<file path="src/rtl/cpu_pkg.sv">
// cpu_pkg: shared architectural defaults and register-file types
package cpu_pkg;
  localparam int XLEN_DEF = 32;
  localparam int NREGS_DEF = 32;
  localparam int AW_DEF = $clog2(NREGS_DEF);
  localparam bit ZERO_REG_DEF = 1'b1;
  typedef logic [AW_DEF-1:0] regaddr_t;
  typedef logic [XLEN_DEF-1:0] word_t;
endpackage

</file>
<file path="src/rtl/regfile_mp_if.sv">
// regfile_mp_if: read/write/scoreboard bus between the ID stage and the register file
interface regfile_mp_if
  import cpu_pkg::*;
#(
  parameter int XLEN = XLEN_DEF,
  parameter int NREGS = NREGS_DEF,
  parameter int NRD = 2,
  parameter int NWR = 2
);
  localparam int AW = $clog2(NREGS);
  logic [NWR-1:0] we;
  logic [NWR*AW-1:0] waddr;
  logic [NWR*XLEN-1:0] wdata;
  logic [NRD*AW-1:0] raddr;
  logic [NRD*XLEN-1:0] rdata;
  logic [NRD-1:0] rbusy;
  logic alloc_en;
  logic [AW-1:0] alloc_addr;
  logic flush;
  modport master (output we, waddr, wdata, raddr, alloc_en, alloc_addr, flush, input rdata, rbusy);
  modport slave (input we, waddr, wdata, raddr, alloc_en, alloc_addr, flush, output rdata, rbusy);
endinterface

</file>
<file path="src/rtl/regfile_scoreboard.sv">
// regfile_scoreboard: per-register busy bits with alloc/write-clear/flush and bypass-aware rbusy
module regfile_scoreboard
  import cpu_pkg::*;
#(
  parameter int NREGS = NREGS_DEF,
  parameter int NRD = 2,
  parameter int NWR = 2,
  parameter bit ZERO_REG = ZERO_REG_DEF,
  localparam int AW = $clog2(NREGS)
) (
  input  logic clk,
  input  logic rst_n,
  input  logic [NWR-1:0] we,
  input  logic [NWR*AW-1:0] waddr,
  input  logic alloc_en,
  input  logic [AW-1:0] alloc_addr,
  input  logic flush,
  input  logic [NRD*AW-1:0] raddr,
  output logic [NRD-1:0] rbusy
);
  logic [NREGS-1:0] busy, busy_nxt, wr_hit, alloc_vec;
  always_comb begin
    wr_hit = '0;
    for (int i = 0; i < NWR; i++) if (we[i]) wr_hit[waddr[i*AW +: AW]] = 1'b1;
    alloc_vec = alloc_en ? NREGS'(1) << alloc_addr : '0;
    busy_nxt = flush ? '0 : (busy & ~wr_hit) | alloc_vec;
    if (ZERO_REG) busy_nxt[0] = 1'b0;
  end
  always_ff @(posedge clk or negedge rst_n)
    if (!rst_n) busy <= '0;
    else busy <= busy_nxt;
  // a matching write this cycle supplies the value through the bypass, so it is not busy
  for (genvar p = 0; p < NRD; p++) begin : g_rb
    assign rbusy[p] = busy[raddr[p*AW +: AW]] & ~wr_hit[raddr[p*AW +: AW]];
  end
endmodule

</file>
<file path="src/rtl/regfile_mp.sv">
// regfile_mp: multi-port register file with write bypass, fixed write priority and busy scoreboard
module regfile_mp
  import cpu_pkg::*;
#(
  parameter int XLEN = XLEN_DEF,
  parameter int NREGS = NREGS_DEF,
  parameter int NRD = 2,
  parameter int NWR = 2,
  parameter bit ZERO_REG = ZERO_REG_DEF,
  localparam int AW = $clog2(NREGS)
) (
  input logic clk,
  input logic rst_n,
  regfile_mp_if.slave bus
);
  logic [XLEN-1:0] mem [NREGS];
  // later ports are assigned last, so the highest index wins on a collision
  always_ff @(posedge clk or negedge rst_n)
    if (!rst_n) for (int r = 0; r < NREGS; r++) mem[r] <= '0;
    else
      for (int i = 0; i < NWR; i++)
        if (bus.we[i] && !(ZERO_REG && bus.waddr[i*AW +: AW] == '0))
          mem[bus.waddr[i*AW +: AW]] <= bus.wdata[i*XLEN +: XLEN];
  for (genvar p = 0; p < NRD; p++) begin : g_rd
    logic [AW-1:0] ra;
    logic [XLEN-1:0] byp;
    assign ra = bus.raddr[p*AW +: AW];
    always_comb begin
      byp = mem[ra];
      for (int j = 0; j < NWR; j++)
        byp = (bus.we[j] && bus.waddr[j*AW +: AW] == ra) ? bus.wdata[j*XLEN +: XLEN] : byp;
    end
    assign bus.rdata[p*XLEN +: XLEN] = (ZERO_REG && ra == '0) ? '0 : byp;
  end
  regfile_scoreboard #(.NREGS(NREGS), .NRD(NRD), .NWR(NWR), .ZERO_REG(ZERO_REG)) u_sb (
    .clk(clk),
    .rst_n(rst_n),
    .we(bus.we),
    .waddr(bus.waddr),
    .alloc_en(bus.alloc_en),
    .alloc_addr(bus.alloc_addr),
    .flush(bus.flush),
    .raddr(bus.raddr),
    .rbusy(bus.rbusy)
  );
endmodule

</file>
<file path="src/flat_wrapper.sv">
// flat-port wrapper written by rule: the top's interface ports become plain ports
module regfile_mp_flat import cpu_pkg::*;
#(
  parameter int XLEN = XLEN_DEF,
  parameter int NREGS = NREGS_DEF,
  parameter int NRD = 2,
  parameter int NWR = 2,
  parameter bit ZERO_REG = ZERO_REG_DEF,
  localparam int AW = $clog2(NREGS)
)
  (clk, rst_n, bus_we, bus_waddr, bus_wdata, bus_raddr, bus_alloc_en, bus_alloc_addr, bus_flush, bus_rdata, bus_rbusy);
  regfile_mp_if #(.XLEN(XLEN), .NREGS(NREGS), .NRD(NRD), .NWR(NWR)) bus_i ();
  input logic clk;
  input logic rst_n;
  input wire logic [$bits(bus_i.we)-1:0] bus_we;
  input wire logic [$bits(bus_i.waddr)-1:0] bus_waddr;
  input wire logic [$bits(bus_i.wdata)-1:0] bus_wdata;
  input wire logic [$bits(bus_i.raddr)-1:0] bus_raddr;
  input wire logic [$bits(bus_i.alloc_en)-1:0] bus_alloc_en;
  input wire logic [$bits(bus_i.alloc_addr)-1:0] bus_alloc_addr;
  input wire logic [$bits(bus_i.flush)-1:0] bus_flush;
  output wire logic [$bits(bus_i.rdata)-1:0] bus_rdata;
  output wire logic [$bits(bus_i.rbusy)-1:0] bus_rbusy;
  assign bus_i.we = bus_we;
  assign bus_i.waddr = bus_waddr;
  assign bus_i.wdata = bus_wdata;
  assign bus_i.raddr = bus_raddr;
  assign bus_i.alloc_en = bus_alloc_en;
  assign bus_i.alloc_addr = bus_alloc_addr;
  assign bus_i.flush = bus_flush;
  assign bus_rdata = bus_i.rdata;
  assign bus_rbusy = bus_i.rbusy;
  regfile_mp #(.XLEN(XLEN), .NREGS(NREGS), .NRD(NRD), .NWR(NWR), .ZERO_REG(ZERO_REG)) u_core (.clk(clk), .rst_n(rst_n), .bus(bus_i));
endmodule
</file>
<file path="config.mk">
export PLATFORM = sky130hd
export DESIGN_NAME = regfile_mp_flat
export DESIGN_NICKNAME = d
export VERILOG_FILES = /design/src/rtl/cpu_pkg.sv /design/src/rtl/regfile_mp_if.sv /design/src/rtl/regfile_scoreboard.sv /design/src/rtl/regfile_mp.sv /design/src/flat_wrapper.sv
export SDC_FILE = /design/constraint.sdc
export NUM_CORES = 2
export LEC_CHECK = 0
export ABC_AREA = 0
export CAP_MARGIN = 20
export CORE_MARGIN = 5
export CORE_UTILIZATION = 55
export DETAILED_ROUTE_END_ITERATION = 6
export PLACE_DENSITY = 0.7
export SLEW_MARGIN = 25
export SYNTH_ARGS = -nofsm -noshare
export SYNTH_HDL_FRONTEND = slang
export SYNTH_SLANG_ARGS = --single-unit
</file>
<file path="constraint.sdc">
create_clock -name clk -period 5.62 [get_ports clk]
set_input_delay 1.686 -clock clk [delete_from_list [all_inputs] [get_ports clk]]
set_output_delay 1.686 -clock clk [all_outputs]
set_load 0.01 [all_outputs]
</file>
**Word-level counts from Yosys, hierarchy flattened**

Index checks and enable logic that the tools add are counted.

- Bitwise gates (word level): 12
- Multiplexer cells: 36
- Magnitude comparators: 12
- $mul: 0
- Div/mod/pow operators: 0
- Shifts and indexed selects: 1
- Add/sub/neg operators: 0
- Eq/ne operators: 4
- Reductions and logical operators: 16

Operator list:

| cell | number |
|---|---|
| $bwmux 1024 | 2 |
| $mux 1024 | 2 |
| $mux 32 | 16 |
| $bmux 32 s5 | 2 |
| $demux 32 s5 | 2 |
| $or 32x32->32 | 2 |
| $and 32x32->32 | 1 |
| $not 32->32 | 1 |
| $shl 1x5->32 const A | 1 |
| $ge 6x6->1 const B | 4 |
| $lt 5x6->1 const B | 4 |
| $not 5->6 | 4 |
| $bmux 1 s5 | 4 |
| $eq 5x5->1 | 4 |
| $logic_not 5->1 | 4 |
| $lt 6x1->1 const B | 2 |
| $demux 1 s5 | 2 |
| $ge 5x1->1 const B | 2 |
| $logic_and 1x1->1 | 10 |
| $mux 1 | 6 |
| $and 1x1->1 | 2 |
| $logic_not 1->1 | 2 |
| $not 1->1 | 2 |

- Register bits after elaboration: 1055
- Bits of input ports: 95
- Bits in latches: 0
- Word-level logic and storage cells: 114
- Memories: 0
- Output and inout port bits: 66
- RAM bits: 0
- Bits in read-only memories: 0

**Longest topological paths before layout**

- Word-level depth: 11
- Mapped depth: 11
- Mapped depth without buffers: 6

**Hierarchy**

A second synthesis with hierarchy kept.

- Cells, all modules: 6544
- Area total of the unflattened synthesis: 67758.7 µm²

Modules (own cells, without submodules):

| module | area each (µm²) | instances | seq. area each (µm²) | cells an instance |
|---|---|---|---|---|
| regfile_mp | 64862.2 | 1 | 25624.6 | 6233 |
| regfile_scoreboard | 2896.5 | 1 | 775.7 | 311 |

**Least setup slack after synthesis**

OpenSTA, ideal clock, no wires.

- Kind: input-to-output
- From: in bus_raddr[6]
- To: out bus_rdata[48]
- Data required time: 3.934 ns
- Stages on the path: 8
- Arrival time: 3.467 ns
- Path slack: 0.467 ns
- Cell sequence: buf_2 buf_4 buf_2 clkbuf_1 mux4_2 mux4_2 nand2_1 a21oi_1

- Longest elaborated chain between the ends: 7
- Elaborated cells on any way between the ends: 12

Ends and longest elaborated chain:

| item | line | text |
|---|---|---|
| from (decl) | flat_wrapper.sv:18 | `input wire logic [$bits(bus_i.raddr)-1:0] bus_raddr;` |
| $not 5->6 (not written as such) | regfile_mp.sv:29 | `byp = mem[ra];` |
| $bmux 32 s5 | regfile_mp.sv:29 |  |
| $mux 32 (not written as such) (2 in a row) | regfile_mp.sv:29 |  |
| $mux 32 (2 in a row) | regfile_mp.sv:31 | `byp = (bus.we[j] && bus.waddr[j*AW +: AW] == ra) ? bus.wdata[j*XLEN +: XLEN] : byp;` |
| $mux 32 (*) | regfile_mp.sv:33 | `assign bus.rdata[p*XLEN +: XLEN] = (ZERO_REG && ra == '0) ? '0 : byp;` |
| to (decl) | flat_wrapper.sv:22 | `output wire logic [$bits(bus_i.rdata)-1:0] bus_rdata;` |

Mark *: on every way between the ends. The rest lies on a longest branch, timed or not. The select of a mux whose other input is x is not followed.

**Worst setup path after layout**

- From: in bus_raddr[3]
- To: out bus_rdata[14]

Same word-level chain as after synthesis.

==> flow_summary_export.csv <==
group,metric,value,unit
cts,holdBufCountCts,0,
global_routing,grt_max_degree,109,
synth,synth_seq_area_share,39.7,%
synth,ys_warn_count,0,
hold_path,min_from,"u_core.mem[1011]$_DFF_PN0_",
timing,fin_crit,5.63,ns
synth,synthFlopType,"dfrtp_1",
detailed_routing,dr.pass1.iters,7,
detailed_routing,via_per_inst,7.61,
critical_path,timing.rr.start,"u_core.mem[962]$_DFF_PN0_",
outcome,status,"complete, but fails checks",
placed_design,place_area,73900,sq um
power_and_ir_drop,leakagePower,34.4,nW
global_routing,grt_pass1_vias,61276,
timing,finalClockSkew,0,ns
timing,slew_viol_final,0,
critical_path,crit_family,"buffers and inverters",
timing,fin_crit_sh,100,%
critical_path,required,3.93,ns
synth,synth_cell_types,68,
hold_path,holdPathStages,0,
synth,synth_xor_area_share,0.263,%
synth,synth_compound_area_share,17.7,%
finish,final_core_util,65.5,%
cts,clock-root-buffer,"clkbuf_16",
synth,async_reset_ff_share,100,%
floorplan,coreArea,120000,sq um
critical_path,crit_chain,"clkdlybuf4s50_1 > buf_4 > buf_4 > nor2b_4 > buf_4 > a32oi_1 > nand2_1 > o21ai_1 > clkdlybuf4s15_1",
synth,synth_adder_area_share,0,%
cts,tritoncts,"yes",
critical_path,critPathBufInv,5,
synth,syn_inst,6639,
detailed_routing,routed_wl,320000,microns
synth,syn_nets,6734,
timing,hold_violations,0,
synth,synth_edf_count,0,
detailed_routing,postRouteAntennaNets,0,
critical_path,crit_arrival,3.95,ns
global_routing,grt_usage,49.2,%
critical_path,cp-start-kind,"input port",
finish,syn_to_final_growth,18.2,%
placed_design,place.gp.congestion,1.03,
power_and_ir_drop,p_per_area,341,nW/um^2
finish,layout.nets,6837,
synth,syn_area,66500,sq um
synth,synth.area.mux_share,26.4,%
cts,cts_buffer_depth,3,
timing,tns,-0.0379,ns
critical_path,rrSetupSlack,4.63,ns
cts,path_clk_slew,0.06,ns
global_routing,grt_pass1_wl,449000,microns
power_and_ir_drop,total_power,26.8,mW
timing,setup_viol,3,
floorplan,dieWidth,358,microns
floorplan,start_util,55.5,%
critical_path,path_max_fanout,15,
hold_path,min_to,"u_core.mem[1011]$_DFF_PN0_",
critical_path,reg2regPathDepth,2,
critical_path,r2r_end,"u_core.mem[962]$_DFF_PN0_",
cts,htreeDepth,3,
cts,cts_buffers,119,
synth,synth_top_family_by_area,"multiplexers",
global_routing,antenna_found_initial,19,
timing,slew_headroom,17.7,%
placed_design,post-place-ws,-0.878,ns
detailed_routing,drc,79,
global_routing,overflow,0,
timing,max_freq,0.177,GHz
finish,drive_above_1_share,24.7,%
critical_path,cp_common_cell,"buf_4",
power_and_ir_drop,peakVddDrop,0.287,mV
timing,setup_slack,-0.0146,ns
detailed_routing,wl_per_cell,37.8,microns
detailed_routing,vias,64589,
finish,fin_area,78600,sq um
timing,worst_slew_pin_slew,1.23,ns
floorplan,io_pins,161,
critical_path,slowest_delay,0.44,ns
floorplan,core.rowCount,127,
synth,ys_ff_latch,1055,
outcome,failed_checks,"design-rule violations, negative setup slack",
placed_design,hpwlAfterDp,200000,microns
critical_path,crit_type,"input port to primary output",
critical_path,slowest_stage,"buf_4",
critical_path,critPathCaptureType,"primary output",
detailed_routing,drt_iter0_drc,12238,
timing,rsz0062_at_grt,"yes",
job,cap_viol_max_count,0,
placed_design,numPortBuffers,160,
cts,clock_sinks,1055,
hold_path,hold_path.class,"register to register",
floorplan,design.die.area,128000,sq um
synth,yosys.area_share.simple,10.6,%
cts,insertion_delay,0.78,ns
synth,syn_avg_cell_area,10.0,sq um
floorplan,die_y,358,microns
## synthesized netlist by cell type (25+ instances only)
cell       instances  area, sq um
dfrtp_1         1055        26400
nor2_1           761         2860
nand2_1          759         2850
a21oi_1          654         3270
clkbuf_1         650         2440
mux4_2           557        12500
mux2i_1          495         4950
a22oi_1          354         2660
o21ai_0          302         1510
a32oi_1          248         2170
o21ai_1          158          791
buf_2            144          721
buf_1             95          357
a221oi_1          49          429
nand3_1           48          240
o2bb2ai_1         32          280
a2bb2oi_1         30          263
and3_1            25          156
## flip-flops by register name, indices dropped and copies added, names as in the netlist
signal and count:
u_core.u_sb.busy 31, u_core.mem 1024
## cell families (layout without fill, tap and decap cells)
kind of cell,Yosys count,in the layout
muxes,1055,1055
AOI/OAI and AO/OA,1877,1877
buffers and inverters,906,1108
DFF,1055,1055
xor gates and xnor gates,20,20
other,0,29
and+or+nand+nor,1726,1726
## layout by cell type (no fill, tap or decap), drive strengths merged, types with 25 or more instances in the layout
cell and count:
dfrtp 1055, nor2 761, nand2 759, buf 758, a21oi 654, mux4 557
mux2i 495, o21ai 460, a22oi 354, a32oi 248, clkbuf 187, clkdlybuf4s50 71
a221oi 49, nand3 48, o2bb2ai 32, a2bb2oi 30, clkinv 30, diode 29
clkdlybuf4s15 29, and3 25, or2 25
## layer usage
layer	vias to the layer above	routed length (microns)	global-route usage (%)
met5	-	416	2.04
met4	24	27100	32.3
met3	1663	60200	27.2
met2	6655	125000	65.1
met1	31385	107000	61.5
li1	24862	-	-
## worst reg2reg max path, stage by stage (launching register included)
cell	delay (ns)
dfrtp_1	0.45
a32oi_1	0.28
o21ai_0	0.13
## where the power goes
group	switching [mW]	internal [mW]	leakage (nW)	total (mW)
logic	3.56	3.90	19.3	7.46
clock network	3.54	4.77	2.02	8.31
registers	1.58	9.48	13.0	11.1
total	8.68	18.1	34.4	26.8
## through the flow
step	hold WS [ns]	cells
3_5_place_dp	0.383	8212
4_1_cts	0.397	8450
3_3_place_gp	0.376	8212
2_1_floorplan	0.441	6639
6_report	0.396	8482
5_1_grt	0.413	8457
## final cells by class
class                   instances  area, sq um
flip-flops and latches       1055        26400
repair buffers                882         8670
diodes                         29         72.6
clock buffers                 178         3550
fillers                      9308        41300
inverters                       6         27.5
multi-input cells            4678        37300
clock inverters                42          544
well taps                    1612         2020
## worst max path at each step
stage            startpoint             to  slack (ns)  cells after the start
3_3_place_gp   bus_waddr[9]  bus_rdata[44]       -0.90                     12
5_1_grt        bus_waddr[8]  bus_rdata[49]       -0.05                     13
2_1_floorplan  bus_raddr[6]  bus_rdata[48]        0.47                      8
3_5_place_dp   bus_waddr[9]  bus_rdata[48]       -0.88                     12
6_report       bus_raddr[3]  bus_rdata[14]       -0.01                      9
4_1_cts        bus_waddr[5]  bus_rdata[35]       0.005                     13
## timing repair
action | CTS | global route
pin swaps | 35 | 19
setup endpoints to repair | 66 | 65
endpoints found under the hold margin | 0 | 0
buffers inserted | 22 | 1
cloned | 2 | 1
gates resized for setup | 240 | 78
Note: power is estimated with default switching activity, not from simulation.
